### src/rtl/rsc_pkg.sv
// Shared types for the RSC constituent encoder: FSM encoding, output pair layout,
// LTE default polynomials and the masked XOR-reduce used for feedback and parity.
package rsc_pkg;

   typedef enum logic {
      ENC  = 1'b0,
      TAIL = 1'b1
   } rsc_state_e;

   typedef struct packed {
      logic x;
      logic z;
      logic tail;
      logic last;
   } rsc_pair_t;

   localparam logic [3:0] RSC_G_FB_LTE = 4'b1101;
   localparam logic [3:0] RSC_G_FF_LTE = 4'b1011;

   // Wide enough for the largest legal memory (M = 6).
   localparam int RSC_VEC_W = 8;

   function automatic logic rsc_parity(input logic [RSC_VEC_W-1:0] vec,
                                       input logic [RSC_VEC_W-1:0] poly);
      return ^(vec & poly);
   endfunction

endpackage

### src/rtl/rsc_out_stage.sv
// One-deep valid/ready slice for {x, z, tail, last}, latency 1, full throughput.
// Holds its pair while pop_rdy is low; free says a push can land this cycle.
module rsc_out_stage
   import rsc_pkg::*;
(
   input  logic       clk,
   input  logic       rst_N,
   input  logic       push_vld,
   input  logic [3:0] push_dat,
   output logic       free,
   output logic       pop_vld,
   output logic [3:0] pop_dat,
   input  logic       pop_rdy
);

   logic      vld_q, vld_d;
   rsc_pair_t dat_q, dat_d;

   assign free    = !vld_q || pop_rdy;
   assign pop_vld = vld_q;
   assign pop_dat = dat_q;

   always_comb begin
      vld_d = vld_q;
      dat_d = dat_q;
      if (push_vld && free) begin
         vld_d = 1'b1;
         dat_d = rsc_pair_t'(push_dat);
      end else if (pop_rdy) begin
         vld_d = 1'b0;
      end
   end

   always_ff @(posedge clk or negedge rst_N) begin
      if (!rst_N) begin
         vld_q <= 1'b0;
         dat_q <= '0;
      end else begin
         vld_q <= vld_d;
         dat_q <= dat_d;
      end
   end

endmodule

### src/rtl/rsc_param.sv
// Parametrised RSC encoder with block framing and K_MAX guard, latency 1, stalls on out_ready.
// RSC_PARAM_TERM_EN adds M trellis-termination pairs per block; otherwise the final state is dropped.
module rsc_param
   import rsc_pkg::*;
#(
   parameter int         M     = 3,
   parameter logic [M:0] G_FB  = (M+1)'(RSC_G_FB_LTE),
   parameter logic [M:0] G_FF  = (M+1)'(RSC_G_FF_LTE),
   parameter int         K_MAX = 6144
) (
   input  logic clk,
   input  logic rst_N,
   input  logic in_valid,
   input  logic in_bit,
   input  logic in_last,
   output logic in_ready,
   output logic out_valid,
   output logic out_x,
   output logic out_z,
   output logic out_tail,
   output logic out_last,
   input  logic out_ready,
   output logic blk_err
);

   localparam int CW = $clog2(K_MAX + 1);
`ifdef RSC_PARAM_TERM_EN
   localparam logic TERM = 1'b1;
`else
   localparam logic TERM = 1'b0;
`endif

   if (M < 2 || M > 6 || G_FB[0] != 1'b1) begin : g_bad_cfg
      $error("rsc_param: M must be 2..6 and G_FB[0] must be 1");
   end

   rsc_state_e    state_q, state_d;
   logic [M-1:0]  r_q, r_d;          // r_q[0] holds r[1], the newest bit
   logic [CW-1:0] cnt_q, cnt_d;
   logic [2:0]    tcnt_q, tcnt_d;
   logic          run_q;
   logic          blk_err_q, blk_err_d;

   logic      f, ffr, a;
   logic      at_limit, close_blk;
   logic      stage_free, push_vld;
   rsc_pair_t pair, pop;
   logic [3:0] pop_dat;

   assign f         = rsc_parity(RSC_VEC_W'(r_q), RSC_VEC_W'(G_FB[M:1]));
   assign ffr       = rsc_parity(RSC_VEC_W'(r_q), RSC_VEC_W'(G_FF[M:1]));
   assign at_limit  = (cnt_q == CW'(K_MAX - 1));
   assign close_blk = in_last || at_limit;
   assign in_ready  = run_q && (state_q == ENC) && stage_free;

   always_comb begin
      state_d   = state_q;
      r_d       = r_q;
      cnt_d     = cnt_q;
      tcnt_d    = tcnt_q;
      blk_err_d = 1'b0;
      push_vld  = 1'b0;
      pair      = '0;
      a         = 1'b0;
      case (state_q)
         ENC: begin
            if (in_valid && in_ready) begin
               a        = in_bit ^ f;
               push_vld = 1'b1;
               pair.x   = in_bit;
               pair.z   = (G_FF[0] & a) ^ ffr;
               r_d      = {r_q[M-2:0], a};
               cnt_d    = cnt_q + CW'(1);
               if (close_blk) begin
                  cnt_d     = '0;
                  blk_err_d = !in_last;
                  if (TERM) begin
                     state_d = TAIL;
                  end else begin
                     pair.last = 1'b1;
                     r_d       = '0;
                  end
               end
            end
         end
         TAIL: begin
            // Feeding u = f forces a = 0, so M shifts drain the trellis to state 0.
            if (stage_free) begin
               push_vld  = 1'b1;
               pair.x    = f;
               pair.z    = ffr;
               pair.tail = 1'b1;
               r_d       = {r_q[M-2:0], 1'b0};
               tcnt_d    = tcnt_q + 3'd1;
               if (tcnt_q == 3'(M - 1)) begin
                  pair.last = 1'b1;
                  tcnt_d    = '0;
                  r_d       = '0;
                  state_d   = ENC;
               end
            end
         end
         default: state_d = ENC;
      endcase
   end

   always_ff @(posedge clk or negedge rst_N) begin
      if (!rst_N) begin
         state_q   <= ENC;
         r_q       <= '0;
         cnt_q     <= '0;
         tcnt_q    <= '0;
         run_q     <= 1'b0;
         blk_err_q <= 1'b0;
      end else begin
         state_q   <= state_d;
         r_q       <= r_d;
         cnt_q     <= cnt_d;
         tcnt_q    <= tcnt_d;
         run_q     <= 1'b1;
         blk_err_q <= blk_err_d;
      end
   end

   rsc_out_stage u_out_stage (
      .clk      (clk),
      .rst_N    (rst_N),
      .push_vld (push_vld),
      .push_dat (pair),
      .free     (stage_free),
      .pop_vld  (out_valid),
      .pop_dat  (pop_dat),
      .pop_rdy  (out_ready)
   );

   assign pop      = rsc_pair_t'(pop_dat);
   assign out_x    = pop.x;
   assign out_z    = pop.z;
   assign out_tail = TERM ? pop.tail : 1'b0;
   assign out_last = pop.last;
   assign blk_err  = blk_err_q;

endmodule

### config.mk
export PLATFORM = sky130hd
export DESIGN_NAME = rsc_param
export DESIGN_NICKNAME = d
export VERILOG_FILES = /design/src/rtl/rsc_pkg.sv /design/src/rtl/rsc_out_stage.sv /design/src/rtl/rsc_param.sv
export SDC_FILE = /design/constraint.sdc
export NUM_CORES = 1
export LEC_CHECK = 0
export ABC_AREA = 1
export CAP_MARGIN = 10
export CORE_ASPECT_RATIO = 0.8
export CORE_MARGIN = 2
export CORE_UTILIZATION = 53
export CTS_BUF_LIST = sky130_fd_sc_hd__clkbuf_2 sky130_fd_sc_hd__clkbuf_4 sky130_fd_sc_hd__clkbuf_8
export DETAILED_ROUTE_END_ITERATION = 7
export PLACE_DENSITY = 0.83
export SLEW_MARGIN = 20
export SYNTH_ARGS = -nofsm -noshare
export SYNTH_HDL_FRONTEND = slang
export SYNTH_SLANG_ARGS = --single-unit
### constraint.sdc
create_clock -name clk -period 1.3 [get_ports clk]
set_input_delay 0.195 -clock clk [delete_from_list [all_inputs] [get_ports clk]]
set_output_delay 0.195 -clock clk [all_outputs]
set_load 0.05 [all_outputs]
Word level (Yosys, flattened, before mapping)
Cells that the tools add are included.

storage, ports and cells
  input port bits = 6
  output and inout bits = 7
  word-level logic and storage cells = 58
  register bits after elaboration = 26

cells by class
  mux-type cells = 25
  equality and inequality tests = 4
  reductions and logical operators = 14
  $add $sub $neg = 2
  bitwise logic cells = 3

operators with widths
  cell                                                 number
  parity 8 bit                                         2
  2-to-1 mux 3 bit                                     5
  adder 13 x 1 -> 13 bit, second input constant        1
  equality test 13 bit, second input constant          1
  2-to-1 mux 1 bit                                     13
  2-to-1 mux 13 bit                                    1
  one-hot mux 3 bit (2 select lines)                   1
  AND reduction 2 bit                                  3
  logical AND 1 bit                                    4
  2-to-1 mux 4 bit                                     1
  != test 2 x 1 -> 1 bit, second input constant        2
  one-hot mux 1 bit (2 select lines)                   2
  one-hot mux 2 bit (2 select lines)                   1
  adder 3 x 1 -> 3 bit, second input constant          1
  equality test 3 x 2 -> 1 bit, second input constant  1
  zero test 1 bit                                      2
  logical OR 1 bit                                     2
  2-to-1 mux 2 bit                                     1
  nonzero test 2 bit                                   1
  bitwise XOR 1 bit                                    2
  inverter 1 bit                                       1

Longest topological paths before layout
  depth after elaboration = 8
  depth in mapped cells = 8

Modules after synthesis
From an unflattened synthesis, not the netlist that was laid out.

unflattened totals
  cells, all modules = 197
  area total of the unflattened synthesis = 1466.4 um^2

modules (own cells, without submodules)
  module         seq. area each (um^2)  instances  area each (um^2)  cells each
  rsc_param      550.5                  1          1261.2            176
  rsc_out_stage  125.1                  1          205.2             21

Worst setup path before layout
No wires, ideal clock.

  path kind = flip-flop to flip-flop
  start = register u_out_stage.vld_q, in the netlist u_out_stage.pop_vld
  end = register u_out_stage.dat_q (netlist bit u_out_stage.pop_dat[2])
  path slack = -0.095 ns
  required time = 1.175 ns
  cell stages (with the launch flop) = 7
  arrival = 1.270 ns
  library setup time = 0.125 ns
  path through = dfrtp_1 nand2_2 nand4_4 inv_2 buf_4 nand3_1 nand3_1

between the ends
  word-level cells in the longest chain between the ends = 7
  elaborated cells between the ends (all ways) = 11

RTL lines
  item                                RTL line             text
  from (decl)                         rsc_out_stage.sv:16  logic vld_q, vld_d;
  from (signal assigned)              rsc_out_stage.sv:39  vld_q <= vld_d;
  zero test 1 bit *                   rsc_out_stage.sv:19  assign free = !vld_q || pop_rdy;
  logical OR 1 bit *                  rsc_out_stage.sv:19
  logical AND 1 bit                   rsc_param.sv:54      assign in_ready = run_q && (state_q == ENC) && stage_free;
  logical AND 1 bit                   rsc_param.sv:67      if (in_valid && in_ready) begin
  2-to-1 mux 1 bit                    rsc_param.sv:67
  one-hot mux 1 bit (2 select lines)  rsc_param.sv:65      case (state_q)
  logical AND 1 bit                   rsc_out_stage.sv:26  if (push_vld && free) begin
  to (signal assigned)                rsc_out_stage.sv:40  dat_q <= dat_d;
  to (decl)                           rsc_out_stage.sv:17  rsc_pair_t dat_q, dat_d;

Every way passes the cells marked *; elsewhere a longest branch is shown, timed or not.
A chain may end at the register's enable or synchronous reset.

Final worst setup path
  start = register u_out_stage.vld_q, in the netlist u_out_stage.pop_vld
  end = register tcnt_q[2]

between the ends
  word-level cells in the longest chain between the ends = 3

RTL lines
  item                                  RTL line             text
  zero test 1 bit                       rsc_out_stage.sv:19
  logical OR 1 bit                      rsc_out_stage.sv:19
  AND reduction 2 bit (no source line)  --
  to (signal assigned)                  rsc_param.sv:119     tcnt_q <= tcnt_d;
  to (decl)                             rsc_param.sv:40      logic [2:0] tcnt_q, tcnt_d;

Every way passes these cells.

==> summary.md <==
| Metric | Value |
|---|---|
| Status | `complete, but fails checks` |
| Violated checks | `negative setup slack` |
| Initial antenna violation count | `0` |
| Final core utilization | `78.6%` |
| Final Slew Violations | `0` |
| CTS buffer count | `3` |
| Area occupied by registers | `654 sq um` |
| Largest net degree at the start of global routing | `27` |
| Pwr Density | `910 nW/um^2` |
| Area share of the largest cell type after synthesis | `between 40% and 50%` |
| CTS Hold Buffers Added | `0` |
| Worst endpoint required time | `1.55 ns` |
| Final Wtd Congestion | `0.802` |
| TritonCTS clock tree | `done` |
| Max Fanout on Critical Path | `5` |
| Top cells by area, synth | `dfrtp_1 (44%), nand2_1 (17%), nand3_1 (7.5%)` |
| IO Port Bufs | `11` |
| Cell Area, Synth | `1470 sq um` |
| IR Drop Worst-Case VDD | `between 0.5 and 0.6 mV` |
| RSZ-0062 raised after global routing | `true` |
| Leak | `1.04 nW` |
| IO Pins | `13` |
| Place WS | `-0.257 ns` |
| Setup WS post-layout | `-0.161 ns` |
| FP Rows | `17` |
| Setup Skew | `0.00339 ns` |
| Most frequent cells in the layout | `nand2_1 (64), dfrtp_1 (23), buf_4 (22)` |
| CP startpoint | `u_out_stage.pop_vld$_DFFE_PN0P_` |
| Later-pin clock latency in the skew report | `0.34 ns` |
| Post-DRT Antenna Nets | `0` |
| Post-Syn Instances | `201` |
| Syn nets | `roughly 210` |
| Routed len/inst | `15.1 um` |
| Register clock-pin slew on the reported worst setup and hold paths | `0.14 ns` |
| Mean post-synth cell area | `7.31 sq um` |
| FF+latch count, synth | `26` |
| Final setup viols | `23` |
| Critical path class | `reg -> reg` |
| Worst r2r src | `u_out_stage.pop_vld$_DFFE_PN0P_` |
| Final hold vios | `0` |
| Crit path capture type | `register` |
| Initial DRT Pass Iterations | `4` |
| Clock sinks | `26` |
| Post-Route WL | `4270 um` |
| Core ar. | `2700 sq um` |
| Die H | `51.1 um` |
| Crit path arrival time | `1.71 ns` |
| Fin nets | `253` |
| Total GRT Usage | `25.6%` |
| Sequential element share of the synthesized area | `approximately 44%` |
| Crit start category | `register` |
| Multi-input gate area in the final layout | `808 sq um` |
| DP HPWL | `~2600 um` |
| Vias in the first global route | `1,412` |
| Distinct cells, synth | `25` |
| Min Tclk post-route | `1.46 ns` |
| Starting density of the core | `54.4%` |
| Worst-case reg-to-reg path depth | `7` |
| GR Overflow Total | `0` |
| Hold Crit Class | `in -> async` |
| Htree depth | `1` |
| DR vias/cell | `5.42` |
| YS warnings | `0` |
| Fin crit share | `112%` |
| Area Overhead vs Synth | `44.6%` |
| Synth area leader | `dfrtp_1` |
| Die Wd | `approximately 63 um` |
| First-pass GRT wire length | `~6400 um` |
| Die ar. | `3210 sq um` |
| Vias | `approximately 1,500` |
| Hold slack | `0.180 ns` |
| ANT cells | `0` |
| Fill count | `between 150 and 200` |
| Max-cap violations | `0` |
| Peak Freq | `685 MHz` |
| # DRC | `0` |
| Share of cells above drive strength 1 | `about a third` |
| Most common cell after layout, fill and taps aside | `nand2_1` |
| Max Root-Sink Buffers | `2` |
| DR iter-0 viols | `160` |
| Root Buffer | `clkbuf_4` |
## final timing paths
| path | to | slack (ns) |
|---|---|---|
| setup / recovery | tcnt_q[2]$_DFFE_PN0P_ | -0.16 |
| hold / removal | u_out_stage.pop_vld$_DFFE_PN0P_ | 0.18 |
| setup reg to reg | tcnt_q[2]$_DFFE_PN0P_ | -0.16 |
| hold reg to reg | r_q[2]$_DFFE_PN0P_ | 0.58 |
| max in group asynchronous | cnt_q[3]$_DFFE_PN0P_ | 0.96 |
| min in group clk | u_out_stage.pop_dat[3]$_DFFE_PN0P_ | 0.47 |
## critical path: stages, from the launching register on
cell     delay [ns]
dfrtp_2        0.47
nand2_4        0.08
buf_4          0.12
buf_4          0.11
nand2_1        0.14
nor2_2         0.18
nand2_1        0.12
xor2_1         0.16
## Yosys cell counts
| cell type | count |
|---|---|
| conb_1 | 2 |
| nand3b_1 | 1 |
| nor2_2 | 4 |
| xor2_1 | 3 |
| inv_2 | 2 |
| o21bai_1 | 1 |
| nand2_2 | 4 |
| o22a_1 | 1 |
| nor2_4 | 1 |
| inv_1 | 23 |
| o21ai_0 | 5 |
| o21ai_1 | 1 |
| nand2_1 | 68 |
| nor2_1 | 18 |
| nand4_1 | 9 |
| nor3_1 | 1 |
| a21oi_1 | 2 |
| ha_1 | 1 |
| nand3_1 | 22 |
| buf_2 | 1 |
| o211ai_1 | 1 |
| nand4_4 | 1 |
| nand3_2 | 1 |
| buf_4 | 2 |
| dfrtp_1 | 26 |
## per-layer routing
metal	GRT usage (%)	wire length, um	vias up
met2	42.2	2030	83
met4	6.30	125	0
met3	5.95	317	14
met1	34.4	1790	708
met5	0	0	-
li1	-	-	730
## final cells by class
class	instances	area share [%]
clock buffers	4	1.71
multi-input cells	147	38.0
inverters	25	4.65
well taps	38	2.24
repair buffers	43	22.6
flip-flops and latches	26	30.8
## cells by family after synthesis
family,count (synthesis),share of synthesized area [%]
adders and majority gates,1,0.852
DFF,26,44.3
buffers and inverters,28,7.75
other,2,0.511
and+or+nand+nor,130,40.5
xor gates and xnor gates,3,1.79
AOI/OAI and AO/OA,11,4.34
## metrics by stage
step	setup TNS [ns]	power, W	std cells	instance area [sq um]
CTS	-0.538	0.00187	280	1990
global route	-2.87	0.00201	283	2120
detailed placement	-3.86	0.00143	273	1900
floorplan	0	0.00117	201	1480
finish	-1.37	0.00193	283	2120
global placement	-2.69	0.00141	273	1900
## power by group
part	leakage (nW)	internal, W	switching [W]
Sequential	0.336	0.000864	0.0000714
Combinational	0.685	0.000264	0.000302
Clock	0.0210	0.000172	0.000259
## sequential cells by signal, indices dropped and copies added (netlist names)
signal / cells
tcnt_q: 3
state_q: 1
blk_err: 1
u_out_stage.pop_dat: 3
run_q: 1
u_out_stage.pop_vld: 1
r_q: 3
cnt_q: 13
## what timing repair did
item | 4_1_cts | 5_1_grt
hold endpoints to repair | 0 | 0
pin swaps | 10 | 13
gates cloned | 0 | 1
setup endpoints to repair | 17 | 25
gates resized for setup | 11 | 28
setup buffers | 3 | 2
No activity file was read; power rests on OpenSTA's default activity.
==> RTL edit 1 (same flow settings) <==
The parameter `M` goes from 3 to 5.
--- a/src/rtl/rsc_param.sv
+++ b/src/rtl/rsc_param.sv
@@ -3,7 +3,7 @@
 module rsc_param
    import rsc_pkg::*;
 #(
-   parameter int         M     = 3,
+   parameter int         M     = 5,
    parameter logic [M:0] G_FB  = (M+1)'(RSC_G_FB_LTE),
    parameter logic [M:0] G_FF  = (M+1)'(RSC_G_FF_LTE),
    parameter int         K_MAX = 6144
Behaviour: no difference found for any inputs over 10 cycles, from zero or initial values and one cycle with rst_N low; that may be too few to reach the edited logic, so the function may still have changed.
==> RTL edit 1 against the original RTL <==
- the run still ends with setup timing left
- maximum frequency down 0.83%
- design area up 0.77%
- sequential cell count unchanged
- routed wire length up 11%
- area after synthesis up 0.34%
- worst setup slack worse by 0.012 ns
- critical endpoint is now r_q[1]
Power is not compared: it rests on default switching activity, and its combinational part moved more than twofold at a synthesized area within 25%.
==> RTL edit 1: results (changes against the original RTL) <==
| Metric | Value |
|---|---|
| Status | finished with violations |
| Failing checks | setup timing |
| RR Startpoint | u_out_stage.pop_vld |
| Wl on met1 | 1820 um (+1.4%) |
| Met2 WL | 2238 um (+10%) |
| Non-clock buffers | 40 (-7.0%) |
| Top cells by area, synth | dfrtp_1, nand2_1, nand3_1 |
| Final setup fails | 23 (unchanged) |
| DR WL met3 | 461 um (+45%) |
| Multi-input combinational area share | 0.4021 (+0.02166) |
| R2r worst-path depth | 7 (unchanged) |
| Cell variety after synth | 24 (-4.0%) |
| Met2 usage | 0.4113 (-0.01064) |
| Crit start category | flip-flop |
| Crit-path max cell delay | 0.47 ns (about the same) |
| Fillers | 164 (+3.1%) |
| Post-synthesis sequential area ratio | 0.4414 (-0.001504) |
| Initial DRT Pass Iterations | 5 (+1) |
| Syn_nets | 210 (+0.96%) |
| Lkg Pwr | 0.001029 uW |
| Most flop-heavy register | cnt_q |
| Initial DRC Count | 205 (+28%) |
| Reg2reg end | r_q[1] |
| First-pass GRT wire length | 6258 um (-1.8%) |
| # resized after CTS | 23 (+12) |
| Sequential cell area | 654.4 um2 (unchanged) |
| Met3 GRT Util | 0.04405 (-0.01542) |
| Worst IR drop on VDD | 1.587 mV |
| CP top delay family | flip-flops |
| Multi-input gates | 148 (+0.68%) |
| Layout clock buffers | 4 (unchanged) |
| Synth Register Bits | 26 (unchanged) |
| Layout cells sized above 1 | 0.3264 (about the same) |
| Post-synth top cells | nand2_1, dfrtp_1, nand3_1 |
| Post-DP HPWL | 2470 um (-4.9%) |
| Clock-cell share | 0.01403 (-0.003052) |
| Final nets | 252 (-0.40%) |
| Fin worst setup slack | -0.1730 ns (-0.01218 ns) |
| CTS root buf | clkbuf_4 |
| GRT Overall Usage | 0.2535 (-0.002443) |
| Top Layer Used | met4 |
| Final worst clock skew | 0.002925 ns (-0.0004655 ns) |
| Cell area after placement | 1892 um2 (-0.46%) |
| Via count | 1633 (+6.4%) |
| Final non-clock buffer share | 0.2116 (-0.01399) |
| Routed WL | 4726 um (+11%) |
| Setup bufs post-CTS | 3 (unchanged) |
| GP Congestion | 0.8284 (+3.3%) |
| Number of global-route vias before repair | 1334 (-5.5%) |
| Crit path DAT | 1.76 ns (+0.05 ns) |
| Signal inverters | 24 (-4.0%) |
RTL edit 1: logic make-up (layout without fill, tap and decap cells):
kind of cell / count (synthesis) / count (layout) / synth area share
compound gates: 12 / 12 / 0.04669
xor+xnor: 2 / 2 / 0.01189
fa+ha+maj: 3 / 3 / 0.02547
buf+inv: 27 / 68 / 0.07385
flops: 26 / 26 / 0.4414
other cells: 2 / 2 / 0.005095
simple gates: 129 / 129 / 0.3956
RTL edit 1: worst max-delay path by stage:
stage / endpoint / cells past startpoint / slack (ns)
finish: r_q[1] / 7 / -0.17
global route: r_q[2] / 7 / -0.27
CTS: in_ready / 5 / -0.12
detailed placement: cnt_q[5] / 9 / -0.21
global placement: cnt_q[4] / 9 / -0.14
floorplan: cnt_q[0] / 6 / 0.003
RTL edit 1: metrics by stage:
stage	setup TNS, ns	hold WS [ns]	utilization	setup WS [ns]	instances
6_report	-1.551	0.1789	0.7925	-0.1730	280
3_5_place_dp	-3.404	0.5242	0.7003	-0.2057	271
3_3_place_gp	-2.241	0.5100	0.7003	-0.1440	271
2_1_floorplan	0	-0.1006	-	0.003451	201
5_1_grt	-3.062	0.1824	0.7925	-0.2687	280
4_1_cts	-0.4297	0.1867	0.7499	-0.1243	277
RTL edit 1: worst register-to-register path, cell delays in order, from the launching register on:
cell and delay [ns]:
dfrtp_2 0.47, nand2_4 0.08, buf_4 0.13, nand4_4 0.14
buf_4 0.19, a21oi_1 0.21, nand3_1 0.12, nand2_1 0.07
RTL edit 1: report_power, final:
part | internal, uW | switching, uW | total (uW)
sequential | 996 | 221 | 1220
combinational | 712 | 906 | 1620
clock | 142 | 261 | 403
total | 1850 | 1390 | 3240
==> RTL edit 2 (config.mk and constraints unchanged) <==
Made on the original files. The output `blk_err` loses its register stage (`blk_err_q` becomes a continuous assignment).
--- a/src/rtl/rsc_param.sv
+++ b/src/rtl/rsc_param.sv
@@ -111,16 +111,16 @@
          cnt_q     <= '0;
          tcnt_q    <= '0;
          run_q     <= 1'b0;
-         blk_err_q <= 1'b0;
       end else begin
          state_q   <= state_d;
          r_q       <= r_d;
          cnt_q     <= cnt_d;
          tcnt_q    <= tcnt_d;
          run_q     <= 1'b1;
-         blk_err_q <= blk_err_d;
       end
    end
+
+   assign blk_err_q = blk_err_d;
 
    rsc_out_stage u_out_stage (
       .clk      (clk),
Function: no difference found for any inputs over 10 cycles, from zero or initial values and one cycle with rst_N low; that may be too few to reach the edited logic, so the function may still have changed.
==> RTL edit 2 against the original RTL <==
- the run ends with DRC, setup timing left
- worst hold slack improved by 0.026 ns
- area after synthesis fell by 1.7%
- worst setup slack worse by 0.42 ns
- sequential cell count down 1
- routed wire length rose by 38%
- total power is 2.0% lower
- clock power fell by 10%
- final cell count rose by 4.2%
- critical path depth is 1 lower
- design area is 4.5% higher
- count of clock-buffer cells in the layout stayed put
- largest cell class unchanged
==> RTL edit 2: results (changes against the original RTL) <==
| Metric | Value |
|---|---|
| Status | finished with violations |
| Failing checks | DRC, setup timing |
| Top cells by area, synth | dfrtp_1, nand2_1, nand3_1 |
| Layout cells sized above 1 | 0.3784 (+0.05185) |
| Reg2reg end | cnt_q[7] |
| Final nets | 267 (+5.5%) |
| Pin count of the biggest net entering global routing | 26 (-3.7%) |
| Crit path DAT | 1.69 ns (-0.02 ns) |
| Initial DRC Count | 267 (+67%) |
| RR Startpoint | cnt_q[0] |
| Number of global-route vias before repair | 1699 (+20%) |
| Fin worst setup slack | -0.5811 ns (-0.4203 ns) |
| R2R setup slack | -0.36 ns (-0.20 ns) |
| Post-DP HPWL | 2877 um (+11%) |
| Design area | 2220 um2 (+4.5%) |
| GRT Overall Usage | 0.3215 (+0.06548) |
| Worst-path fanout max | 2 (-3) |
| Period Utilization, post-route | 1.447 (+0.3233) |
| GP Congestion | 0.9044 (+13%) |
| Final setup fails | 21 (-8.7%) |
| Fillers | 125 (-21%) |
| Slowest cell on crit path | dfrtp_1 |
| First-pass GRT wire length | 7734 um (+21%) |
| Vias per std cell | 6.186 (+14%) |
| Worst setup path endpoint | blk_err |
| Remaining DRCs | 1 (+1) |
| Initial DRT Pass Iterations | 8 (+4) |
| Post-synthesis compound-gate area fraction | 0.04419 (+0.0007529) |
| Cell area after placement | 1902 um2 (about the same) |
| R2r worst-path depth | 11 (+4) |
| Worst IR drop on VDD | 0.7256 mV (+27%) |
| Post-synth top cells | nand2_1, dfrtp_1, inv_1 |
## RTL edit 2: changes by cell type in the layout (fill, tap and decap cells not counted), moves of 2 or more
cell,change
nand2_1,-3
nor2_2,-5
a21oi_2,+2
buf_4,+17
buf_12,-2
nor2_1,+4
a21oi_1,-2
nand3_1,-2
## RTL edit 2: worst min-delay path by stage
stage	from	slack [ns]	endpoint
after floorplan	rst_N	-0.10	cnt_q[0]
after global placement	r_q[1]	0.52	r_q[1]
after detailed placement	r_q[0]	0.53	r_q[0]
after CTS	rst_N	0.23	r_q[2]
after global routing	rst_N	0.24	tcnt_q[2]
final	rst_N	0.21	r_q[2]
## RTL edit 2: area by class of cell
cell class | instances | share of cell area
Clock buffer | 4 | 0.01353
Sequential cell | 25 | 0.2835
Inverter | 25 | 0.04566
Tap cell | 36 | 0.02029
Multi-Input combinational cell | 147 | 0.3878
Timing Repair Buffer | 58 | 0.2492
## RTL edit 2: logic make-up after synthesis
group                      Yosys count
buffers and inverters               28
other                                2
and+or+nand+nor                    130
AOI/OAI and AO/OA                   11
adders and majority gates            1
DFF                                 25
xor gates and xnor gates             3
## RTL edit 2: report_power, final
part / internal, uW / total [uW] / leakage (uW) / switching [uW]
Clock: 142 / 387 / 0.0000184 / 246
Sequential: 832 / 908 / 0.000322 / 75.6
Combinational: 269 / 599 / 0.000762 / 331
Total: 1240 / 1890 / 0.00110 / 652
## RTL edit 2: layer usage
metal / up-vias / track usage / share of wire
met5: - / 0 / 0
met4: 0 / 0.1593 / 0.063
met3: 56 / 0.09417 / 0.10
met2: 174 / 0.5562 / 0.47
met1: 845 / 0.3696 / 0.36
li1: 750 / - / -
## RTL edit 2: worst max-delay path, delay by kind of cell (launching register included)
kind | cells | cell delay [ns]
adders and majority gates | 1 | 0.18
buffers and inverters | 1 | 0.17
DFF | 1 | 0.46
and+or+nand+nor | 4 | 0.54
## RTL edit 2: stage by stage
step	setup TNS, ns	hold slack (ns)	utilization	cells
after floorplan	-0.2676	-0.1006	-	200
after global placement	-4.138	0.5176	0.7540	275
after detailed placement	-5.531	0.5269	0.7540	275
after CTS	-2.593	0.2320	0.8189	287
after global routing	-6.075	0.2411	0.8800	295
final	-5.469	0.2064	0.8800	295
## RTL edit 2: repair_timing
item / CTS / global route
pin swaps: 8 / 9
setup endpoints to repair: 21 / 22
gates resized for setup: 22 / 25
buffers inserted: 10 / 9
